**src/rtl/pcie_msix_pkg.sv**
```systemverilog
// pcie_msix_pkg: shared FSM encoding and MSI-X table word layout
package pcie_msix_pkg;
    typedef enum logic [1:0] {IDLE, WAIT, HOLD} state_t;
    localparam logic [1:0] ADDR_LO = 2'd0;
    localparam logic [1:0] ADDR_HI = 2'd1;
    localparam logic [1:0] DATA = 2'd2;
    localparam logic [1:0] CTRL = 2'd3;
    localparam int CTRL_MASK_BIT = 0;
endpackage

```
**src/rtl/pcie_msix_ctrl_if.sv**
```systemverilog
// pcie_msix_ctrl_if: cfg_interrupt_msix_* handshake between the controller and the PCIe core
interface pcie_msix_ctrl_if;
    logic        cfg_interrupt_msix_enable;
    logic        cfg_interrupt_msix_mask;
    logic        cfg_interrupt_msix_int;
    logic [63:0] cfg_interrupt_msix_address;
    logic [31:0] cfg_interrupt_msix_data;
    logic        cfg_interrupt_msix_sent;
    logic        cfg_interrupt_msix_fail;
    logic [3:0]  cfg_interrupt_msi_function_number;
    modport master (
        input  cfg_interrupt_msix_enable, cfg_interrupt_msix_mask,
        input  cfg_interrupt_msix_sent, cfg_interrupt_msix_fail,
        output cfg_interrupt_msix_int, cfg_interrupt_msix_address,
        output cfg_interrupt_msix_data, cfg_interrupt_msi_function_number
    );
    modport slave (
        output cfg_interrupt_msix_enable, cfg_interrupt_msix_mask,
        output cfg_interrupt_msix_sent, cfg_interrupt_msix_fail,
        input  cfg_interrupt_msix_int, cfg_interrupt_msix_address,
        input  cfg_interrupt_msix_data, cfg_interrupt_msi_function_number
    );
endinterface

```
**src/rtl/pcie_msix_rr_arb.sv**
```systemverilog
// pcie_msix_rr_arb: combinational round-robin select, search starts one past ptr and wraps
module pcie_msix_rr_arb #(
    parameter int N = 8,
    parameter int IW = $clog2(N)
) (
    input  logic [N-1:0]  req,
    input  logic [IW-1:0] ptr,
    output logic [IW-1:0] grant,
    output logic          valid
);
    always_comb begin
        grant = '0;
        valid = 1'b0;
        for (int i = N; i >= 1; i--) begin
            if (req[(int'(ptr) + i) % N]) begin
                grant = IW'((int'(ptr) + i) % N);
                valid = 1'b1;
            end
        end
    end
endmodule

```
**src/rtl/pcie_msix_ctrl.sv**
```systemverilog
// pcie_msix_ctrl: MSI-X vector table, pending bits and single-outstanding message issue with retry
module pcie_msix_ctrl
    import pcie_msix_pkg::*;
#(
    parameter int IRQ_COUNT = 8,
    parameter int TBL_ADDR_W = $clog2(IRQ_COUNT) + 2,
    parameter int TIMEOUT = 1024,
    parameter int RETRY_DELAY = 16
) (
    input  logic                  clk,
    input  logic                  rst_n,
    input  logic [IRQ_COUNT-1:0]  irq_req,
    output logic [IRQ_COUNT-1:0]  pba,
    input  logic                  tbl_wr_en,
    input  logic [TBL_ADDR_W-1:0] tbl_wr_addr,
    input  logic [31:0]           tbl_wr_data,
    input  logic                  tbl_rd_en,
    input  logic [TBL_ADDR_W-1:0] tbl_rd_addr,
    output logic [31:0]           tbl_rd_data,
    output logic                  tbl_rd_valid,
    pcie_msix_ctrl_if.master      msix,
    output logic                  busy
);
    localparam int VW = $clog2(IRQ_COUNT);
    localparam int CW = $clog2(TIMEOUT > RETRY_DELAY ? TIMEOUT : RETRY_DELAY) + 1;

    logic [31:0] addr_lo [IRQ_COUNT];
    logic [31:0] addr_hi [IRQ_COUNT];
    logic [31:0] msg_data [IRQ_COUNT];
    logic [IRQ_COUNT-1:0] mask, pend, eligible, clr, set;
    logic [VW-1:0] ptr, gnt, cur, wr_vec, rd_vec;
    logic [1:0] wr_sel, rd_sel;
    logic [31:0] rd_word;
    logic [CW-1:0] cnt;
    logic gnt_valid, issue, retry;
    state_t state, state_nxt;

    assign wr_vec = tbl_wr_addr[VW+1:2];
    assign wr_sel = tbl_wr_addr[1:0];
    assign rd_vec = tbl_rd_addr[VW+1:2];
    assign rd_sel = tbl_rd_addr[1:0];
    assign eligible = pend & ~mask & {IRQ_COUNT{msix.cfg_interrupt_msix_enable & ~msix.cfg_interrupt_msix_mask}};
    assign clr = issue ? IRQ_COUNT'(1) << gnt : '0;
    assign set = retry ? IRQ_COUNT'(1) << cur : '0;
    assign pba = pend;
    assign busy = state != IDLE;
    assign msix.cfg_interrupt_msi_function_number = 4'd0;

    pcie_msix_rr_arb #(.N(IRQ_COUNT), .IW(VW)) u_arb (
        .req   (eligible),
        .ptr   (ptr),
        .grant (gnt),
        .valid (gnt_valid)
    );

    always_comb begin
        rd_word = '0;
        for (int v = 0; v < IRQ_COUNT; v++)
            if (rd_vec == VW'(v))
                rd_word = rd_sel == ADDR_LO ? addr_lo[v] : rd_sel == ADDR_HI ? addr_hi[v] :
                          rd_sel == DATA ? msg_data[v] : 32'(mask[v]) << CTRL_MASK_BIT;
    end

    always_comb begin
        issue = state == IDLE && gnt_valid;
        retry = state == WAIT && (msix.cfg_interrupt_msix_fail || cnt == CW'(TIMEOUT - 1));
        state_nxt = issue ? WAIT :
                    retry ? HOLD :
                    (state == WAIT && msix.cfg_interrupt_msix_sent) ? IDLE :
                    (state == HOLD && cnt == CW'(RETRY_DELAY - 1)) ? IDLE : state;
    end

    always_ff @(posedge clk) begin
        if (!rst_n) begin
            state <= IDLE;
            cnt <= '0;
            ptr <= VW'(IRQ_COUNT - 1);
            cur <= '0;
            pend <= '0;
            msix.cfg_interrupt_msix_int <= 1'b0;
            msix.cfg_interrupt_msix_address <= '0;
            msix.cfg_interrupt_msix_data <= '0;
            tbl_rd_valid <= 1'b0;
            tbl_rd_data <= '0;
            for (int v = 0; v < IRQ_COUNT; v++) begin
                addr_lo[v] <= '0;
                addr_hi[v] <= '0;
                msg_data[v] <= '0;
                mask[v] <= 1'b1;
            end
        end else begin
            state <= state_nxt;
            cnt <= (state != IDLE && state_nxt == state) ? cnt + 1'b1 : '0;
            // a new request or a failed retry re-pends even in the grant cycle
            pend <= (pend & ~clr) | irq_req | set;
            msix.cfg_interrupt_msix_int <= issue;
            if (issue) begin
                ptr <= gnt;
                cur <= gnt;
                msix.cfg_interrupt_msix_address <= {addr_hi[gnt], addr_lo[gnt]};
                msix.cfg_interrupt_msix_data <= msg_data[gnt];
            end
            tbl_rd_valid <= tbl_rd_en;
            if (tbl_rd_en)
                tbl_rd_data <= rd_word;
            for (int v = 0; v < IRQ_COUNT; v++)
                if (tbl_wr_en && wr_vec == VW'(v)) begin
                    if (wr_sel == ADDR_LO) addr_lo[v] <= tbl_wr_data;
                    if (wr_sel == ADDR_HI) addr_hi[v] <= tbl_wr_data;
                    if (wr_sel == DATA) msg_data[v] <= tbl_wr_data;
                    if (wr_sel == CTRL) mask[v] <= tbl_wr_data[CTRL_MASK_BIT];
                end
        end
    end
endmodule

```
**src/flat_wrapper.sv**
```systemverilog
// flat-port wrapper written by rule: the top's interface ports become plain ports
module pcie_msix_ctrl_flat import pcie_msix_pkg::*;
#(
    parameter int IRQ_COUNT = 8,
    parameter int TBL_ADDR_W = $clog2(IRQ_COUNT) + 2,
    parameter int TIMEOUT = 1024,
    parameter int RETRY_DELAY = 16
)
  (clk, rst_n, irq_req, pba, tbl_wr_en, tbl_wr_addr, tbl_wr_data, tbl_rd_en, tbl_rd_addr, tbl_rd_data, tbl_rd_valid, busy, msix_cfg_interrupt_msix_enable, msix_cfg_interrupt_msix_mask, msix_cfg_interrupt_msix_sent, msix_cfg_interrupt_msix_fail, msix_cfg_interrupt_msix_int, msix_cfg_interrupt_msix_address, msix_cfg_interrupt_msix_data, msix_cfg_interrupt_msi_function_number);
  pcie_msix_ctrl_if msix_i ();
  input  logic clk;
  input  logic rst_n;
  input  logic [IRQ_COUNT-1:0] irq_req;
  output logic [IRQ_COUNT-1:0] pba;
  input  logic tbl_wr_en;
  input  logic [TBL_ADDR_W-1:0] tbl_wr_addr;
  input  logic [31:0] tbl_wr_data;
  input  logic tbl_rd_en;
  input  logic [TBL_ADDR_W-1:0] tbl_rd_addr;
  output logic [31:0] tbl_rd_data;
  output logic tbl_rd_valid;
  output logic busy;
  input wire logic [$bits(msix_i.cfg_interrupt_msix_enable)-1:0] msix_cfg_interrupt_msix_enable;
  input wire logic [$bits(msix_i.cfg_interrupt_msix_mask)-1:0] msix_cfg_interrupt_msix_mask;
  input wire logic [$bits(msix_i.cfg_interrupt_msix_sent)-1:0] msix_cfg_interrupt_msix_sent;
  input wire logic [$bits(msix_i.cfg_interrupt_msix_fail)-1:0] msix_cfg_interrupt_msix_fail;
  output wire logic [$bits(msix_i.cfg_interrupt_msix_int)-1:0] msix_cfg_interrupt_msix_int;
  output wire logic [$bits(msix_i.cfg_interrupt_msix_address)-1:0] msix_cfg_interrupt_msix_address;
  output wire logic [$bits(msix_i.cfg_interrupt_msix_data)-1:0] msix_cfg_interrupt_msix_data;
  output wire logic [$bits(msix_i.cfg_interrupt_msi_function_number)-1:0] msix_cfg_interrupt_msi_function_number;
  assign msix_i.cfg_interrupt_msix_enable = msix_cfg_interrupt_msix_enable;
  assign msix_i.cfg_interrupt_msix_mask = msix_cfg_interrupt_msix_mask;
  assign msix_i.cfg_interrupt_msix_sent = msix_cfg_interrupt_msix_sent;
  assign msix_i.cfg_interrupt_msix_fail = msix_cfg_interrupt_msix_fail;
  assign msix_cfg_interrupt_msix_int = msix_i.cfg_interrupt_msix_int;
  assign msix_cfg_interrupt_msix_address = msix_i.cfg_interrupt_msix_address;
  assign msix_cfg_interrupt_msix_data = msix_i.cfg_interrupt_msix_data;
  assign msix_cfg_interrupt_msi_function_number = msix_i.cfg_interrupt_msi_function_number;
  pcie_msix_ctrl #(.IRQ_COUNT(IRQ_COUNT), .TBL_ADDR_W(TBL_ADDR_W), .TIMEOUT(TIMEOUT), .RETRY_DELAY(RETRY_DELAY)) u_core (.clk(clk), .rst_n(rst_n), .irq_req(irq_req), .pba(pba), .tbl_wr_en(tbl_wr_en), .tbl_wr_addr(tbl_wr_addr), .tbl_wr_data(tbl_wr_data), .tbl_rd_en(tbl_rd_en), .tbl_rd_addr(tbl_rd_addr), .tbl_rd_data(tbl_rd_data), .tbl_rd_valid(tbl_rd_valid), .msix(msix_i), .busy(busy));
endmodule
```
**config.mk**
```make
export PLATFORM = sky130hd
export DESIGN_NAME = pcie_msix_ctrl_flat
export DESIGN_NICKNAME = d
export VERILOG_FILES = /design/src/rtl/pcie_msix_pkg.sv /design/src/rtl/pcie_msix_ctrl_if.sv /design/src/rtl/pcie_msix_rr_arb.sv /design/src/rtl/pcie_msix_ctrl.sv /design/src/flat_wrapper.sv
export SDC_FILE = /design/constraint.sdc
export NUM_CORES = 2
export LEC_CHECK = 0
export ABC_AREA = 1
export BUFFER_PORTS_ARGS = -buffer_cell sky130_fd_sc_hd__buf_2
export CAP_MARGIN = 20
export CORE_MARGIN = 2
export CORE_UTILIZATION = 30
export CTS_BUF_LIST = sky130_fd_sc_hd__clkbuf_2
export CTS_CLUSTER_SIZE = 8
export DETAILED_ROUTE_END_ITERATION = 10
export HOLD_SLACK_MARGIN = 0.02
export PLACE_DENSITY = 0.56
export SYNTH_ARGS = -nofsm -noshare
export SYNTH_HDL_FRONTEND = slang
export SYNTH_SLANG_ARGS = --single-unit
```
**constraint.sdc**
```tcl
create_clock -name clk -period 6.24 [get_ports clk]
set_input_delay 1.248 -clock clk [delete_from_list [all_inputs] [get_ports clk]]
set_output_delay 1.248 -clock clk [all_outputs]
set_load 0.05 [all_outputs]
```
### Word-level counts from Yosys, hierarchy flattened

Memory sizes are Yosys's and may differ from the RTL's. A register that Yosys moved wholly into a read port is not among the register bits.
Index checks and enable logic that the tools add are counted.

* bits in registers: 69
* latch bits: 0
* bits in writable memories: 768
* bits in read-only memories: 0
* input port bits: 58
* output and inout bits: 143
* logic and storage cells: 321
* memories kept: 3

Memories
* u_core.addr_hi: words 8, width 32, rd ports 9, clocked after Yosys merged registers in 1, write ports 8, RTL line pcie_msix_ctrl.sv:28 `logic [31:0] addr_hi [IRQ_COUNT];`
* u_core.addr_lo: words 8, width 32, rd ports 9, clocked after Yosys merged registers in 1, write ports 8, RTL line pcie_msix_ctrl.sv:27 `logic [31:0] addr_lo [IRQ_COUNT];`
* u_core.msg_data: words 8, width 32, rd ports 9, clocked after Yosys merged registers in 1, write ports 8, RTL line pcie_msix_ctrl.sv:29 `logic [31:0] msg_data [IRQ_COUNT];`

* $add $sub $neg: 9
* $mul: 0
* divide/modulo/power cells: 0
* magnitude comparators: 8
* eq/ne operators: 24
* shifts and indexed selects: 2
* mux-type cells: 178
* bitwise operators: 41
* reductions and logical operators: 40

Operators by type and width (number)
* $mux W32: 56
* $mux W1: 100
* $lt A4 B5 Y1 const B: 8
* $and A8 B8 Y8: 3
* $bmux W1 S3: 8
* $eq A3 B3 Y1 const B: 8
* $mux W3: 8
* $or A1 B1 Y1: 24
* $reduce_or A3 Y1: 8
* $reduce_and A2 Y1: 9
* $mux W8: 2
* $not A8 Y8: 2
* $or A8 B8 Y8: 2
* $shl A1 B3 Y8 const A: 2
* $logic_and A1 B1 Y1: 13
* $add A3 B3 Y3 const B: 4
* $eq A3 B2 Y1 const B: 4
* $add A11 B1 Y11 const B: 1
* $eq A11 B10 Y1 const B: 1
* $eq A11 B4 Y1 const B: 1
* $and A1 B1 Y1 const A: 8
* $eq A2 B2 Y1 const B: 4
* $mux W2: 4
* $add A3 B1 Y3 const B: 2
* other kinds (11): 20

### Logic depth before layout (Yosys ltp)

* depth in word-level cells: 20
* depth in mapped cells: 25
* gate-level depth less buffers: 22

### By module

From an unflattened synthesis, not the netlist that was laid out.

* cells, all modules: 4834
* area total of the unflattened synthesis: 44637.8 um^2

Modules (own cells, without submodules)
* pcie_msix_ctrl: times used 1, cells each 4711, area each 43970.9 um^2, seq. area each 26365.3 um^2
* pcie_msix_rr_arb: times used 1, cells each 123, area each 666.9 um^2, seq. area each 0.0 um^2

### Worst setup path after synthesis

No wires, ideal clock.

* path type: input to register
* start point: in tbl_wr_addr[3]
* end point: mem u_core.addr_hi[6][0] (enable)
* library setup time: 0.466 ns
* arrival: 3.832 ns
* slack: 1.943 ns
* cell stages on the path: 6
* path through: inv_1 > nor2_1 > inv_1 > nor2_1 > inv_1 > o21ai_0

RTL lines
* start, declared: RTL line flat_wrapper.sv:16 `input logic [TBL_ADDR_W-1:0] tbl_wr_addr;`
* end, declared: RTL line pcie_msix_ctrl.sv:28

### Worst setup path after layout

* start point: reg u_core.ptr[0]
* end point: reg u_core.msix.cfg_interrupt_msix_address[58], read port of u_core.addr_hi

* cells in the longest elaborated chain, start to end: 13
* elaborated cells on any way between the ends: 49
* classes of those cells: 8 x add/sub; 40 x mux; 1 x reduce/logical

Ends and longest elaborated chain
* start, declared: RTL line pcie_msix_ctrl.sv:31 `logic [VW-1:0] ptr, gnt, cur, wr_vec, rd_vec;`
* start signal, assigned: RTL line pcie_msix_ctrl.sv:77 `ptr <= VW'(IRQ_COUNT - 1);`
* start signal, assigned: RTL line pcie_msix_ctrl.sv:98 `ptr <= gnt;`
* $add A3 B1 Y3: RTL line pcie_msix_rr_arb.sv:15, pcie_msix_rr_arb.sv:16
* $bmux W1 S3: RTL line pcie_msix_rr_arb.sv:15 `if (req[(int'(ptr) + i) % N]) begin`
* $mux W1 (not written as such) (2 in series): RTL line pcie_msix_rr_arb.sv:15
* $mux W1 (8 in series): RTL line pcie_msix_rr_arb.sv:15
* $logic_and A1 B1 Y1: RTL line pcie_msix_ctrl.sv:65 `issue = state == IDLE && gnt_valid;`
* end, declared: RTL line pcie_msix_ctrl_if.sv:14 `output cfg_interrupt_msix_int, cfg_interrupt_msix_address,`

Several ways; a longest one is shown, not always the timed one. The select of a mux whose other input is x is not followed.
A chain may end at the register's enable or synchronous reset.

==> impl_metrics.toml <==
[synthesis]
yosys_warnings = 0
ys.flop_type = "edfxtp_1"
synth_mux_area_share_pct = 0
synth_seq_cells = 933
synth_xor_xnor_area_share_pct = 0.128
synth_compound_area_share_pct = 6.20
synth-seq-area-share_pct = 55.0
synth_top_family_by_area = "simple AND/OR/NAND/NOR gates"
ys_types = 50
synthesis.area_mm2 = 0.0480
ys_async_sr_fraction_pct = 0
syn_area_per_cell_um2 = 8.05
synth_edf_count = 768
synthAdderAreaFrac_pct = 0.0782
syn-instance-count = 5962
synthSimpleGateAreaFrac_pct = 31.0

[worst_setup_path]
path_depth = 18
path_common_cell = "nand2_1"
cp.buffers_inverters = 7
slowest_delay_ns = 0.58
cp.required_ns = 7.71
crit_path_cell_trace = "inv_2, ha_1, inv_1, nand3_1, nand3_2, nand2_2, nor2_2, nand4_1, nand3_4, buf_4, inv_2, nand2_1, inv_6, buf_12, nand2_1, nand3_1, nand2_1, inv_1"
cp_top_family = "buffers and inverters"
cp-end-kind = "flop"
path_class = "reg2reg"
path_max_fanout = 65
reg2regPathDepth = 18
cp_slowest_cell = "dfxtp_1"
crit_arrival_ns = 6.29
worst_setup_path_start_kind = "flop"

[sta]
period_needed_ns = 4.82
skew_ns = 0.131
drv_slew = 0
hold_viol_final = 0
setup_tns_ns = 0
setup_slack_ns = 1.42
tightest_slew_ns = 1.12
setup_violations = 0
timing.hold.ws_ns = 0.222
fmax_ghz = 0.208
slew_headroom_pct = 25.2
rsz0062_at_grt = "no"
period_share_pct = 77.2

[detailed_routing]
ant_nets = 0
drt_iter0_drc = 5510
drc_errors = 0
avgRoutedWirePerCell_um = 24.5
drt_first_pass_iters = 6
wl_met3_um = 19600
wl_um = 206000
num_vias = 45016
avgViaCountPerCell = 5.36
topRoutingLayerUsed = "met5"
wl_met1_um = 76600
dr_wl_met2_um = 95400

[cts]
ctsResizeCount = 0
h-tree-depth = 5
cts_sinks = 933
postCtsHoldBufs = 16
root_buffer = "clkbuf_2"
cts_tree = "done"
cts_setup_buffers = 0
cts_made_buffers = 274
clock_path_buffers = 4
insertion_delay_ns = 1.66
clk_pin_slew_ns = 0.09

[grt]
grt_first_pass_wirelength_um = 293000
overflow = 0
grt_max_degree = 131
first_global_vias = 42858
grt_use_total_pct = 24.6
antenna_found_initial = 10

[floorplanning]
fp-row-count = 146
die_h_um = 404
coreArea_mm2 = 0.159
initial_core_util_pct = 30.3
die_width_um = 404
io_pins = 201
die_area_mm2 = 0.163

[final_layout]
utilization_pct = 33.5
area_growth_pct = 10.9
fill_cells = 16842
drive_above_1_share_pct = 12.8
final_nets = 6182

[placement]
pre_cts_ws_ns = 1.25
io_buffers = 196
place_congestion = 0.892
dp_hpwl_um = 125000

[worst_hold_path]
hold_class = "in2reg"
holdPathStages = 3

[outcome]
status = "finished, final reports clean"

[job]
maxCapViolations = 0
worst register-to-register path, delay by kind of cell, from the launching register on:
family | cells | cell delay, ns
flip-flops | 1 | 0.58
AND/OR/NAND/NOR | 10 | 1.66
adder cells (fa/ha/maj) | 1 | 0.46
buffers and inverters | 7 | 2.01
cell usage in the layout, fill, tap and decap left out, types with 4 or more instances in the layout:
| master | count |
|---|---|
| o21ai_0 | 83 |
| nand3_2 | 7 |
| buf_4 | 89 |
| clkinv_2 | 10 |
| o21bai_1 | 8 |
| clkbuf_2 | 419 |
| dfxtp_1 | 165 |
| diode_2 | 9 |
| nor3b_1 | 4 |
| o311ai_0 | 8 |
| a22o_1 | 5 |
| o21ai_1 | 180 |
| a21oi_1 | 128 |
| nor3_2 | 8 |
| o211ai_1 | 13 |
| o221ai_1 | 13 |
| dlygate4sd3_1 | 16 |
| inv_1 | 388 |
| nor2_1 | 687 |
| buf_12 | 16 |
| edfxtp_1 | 768 |
| a31oi_1 | 10 |
| buf_2 | 195 |
| o22ai_1 | 52 |
| o21ai_4 | 6 |
| clkinv_1 | 40 |
| nand4_1 | 49 |
| conb_1 | 4 |
| nand3_1 | 726 |
| nand2_1 | 2126 |
| a221oi_1 | 11 |
| nand2_2 | 21 |
| xor2_1 | 5 |
| inv_2 | 14 |
| nand2_8 | 4 |
through the flow:
step	cell area, µm²	instances
global placement	50700	7901
floorplan	48000	5965
detailed placement	50700	7901
CTS	53200	8390
global route	53200	8395
finish	53200	8399
logic make-up after synthesis:
family / after synthesis
AOI/OAI and AO/OA: 531
adders and majority gates: 3
other: 1
DFF: 933
buffers and inverters: 840
and+or+nand+nor: 3647
xor gates and xnor gates: 7
layout make-up:
type | instances | area [µm²] | area share, %
Tap cell | 2072 | 2590 | 4.87
Antenna cell | 9 | 22.5 | 0.0423
Timing Repair Buffer | 317 | 2140 | 4.02
Multi-Input combinational cell | 4192 | 18200 | 34.2
Inverter | 403 | 1530 | 2.88
Sequential cell | 933 | 26400 | 49.6
Clock buffer | 419 | 2100 | 3.94
Clock inverter | 54 | 241 | 0.454
synth_stat cells (71+ instances only):
cell | instances | share of area, %
a21oi_1 | 128 | 1.3
buf_1 | 71 | 0.56
buf_2 | 88 | 0.92
clkbuf_1 | 214 | 1.7
dfxtp_1 | 165 | 6.9
edfxtp_1 | 768 | 48
inv_1 | 392 | 3.1
nand2_1 | 2143 | 17
nand3_1 | 727 | 7.6
nor2_1 | 688 | 5.4
o21ai_0 | 89 | 0.93
o21ai_1 | 180 | 1.9
routing by layer:
layer	global-route usage (%)	vias to the layer above
met5	0	-
li1	-	20047
met1	30.3	21410
met4	16.2	6
met3	4.13	674
met2	39.8	2879
state kept, by name, summed over array words and instances (netlist names), 2 cells and up:
| signal | cells |
|---|---|
| u_core.cur | 3 |
| u_core.msix.cfg_interrupt_msix_data | 32 |
| u_core.ptr | 3 |
| u_core.addr_hi | 256 |
| u_core.pba | 8 |
| u_core.cnt | 11 |
| u_core.addr_lo | 256 |
| u_core.tbl_rd_data | 32 |
| u_core.msix.cfg_interrupt_msix_address | 64 |
| u_core.state | 2 |
| u_core.mask | 8 |
| u_core.msg_data | 256 |
path summary, 6_finish.rpt:
check | start | to | slack [ns]
max | u_core.ptr[0] | u_core.msix.cfg_interrupt_msix_address[58] | 1.42
min | rst_n | u_core.msix.cfg_interrupt_msix_data[16] | 0.22
max reg2reg | u_core.ptr[0] | u_core.msix.cfg_interrupt_msix_address[58] | 1.42
min reg2reg | u_core.cnt[0] | u_core.cnt[0] | 0.46
Power is not shown: default switching activity piles up to over one toggle a cycle in this logic, so the estimate is an artifact.
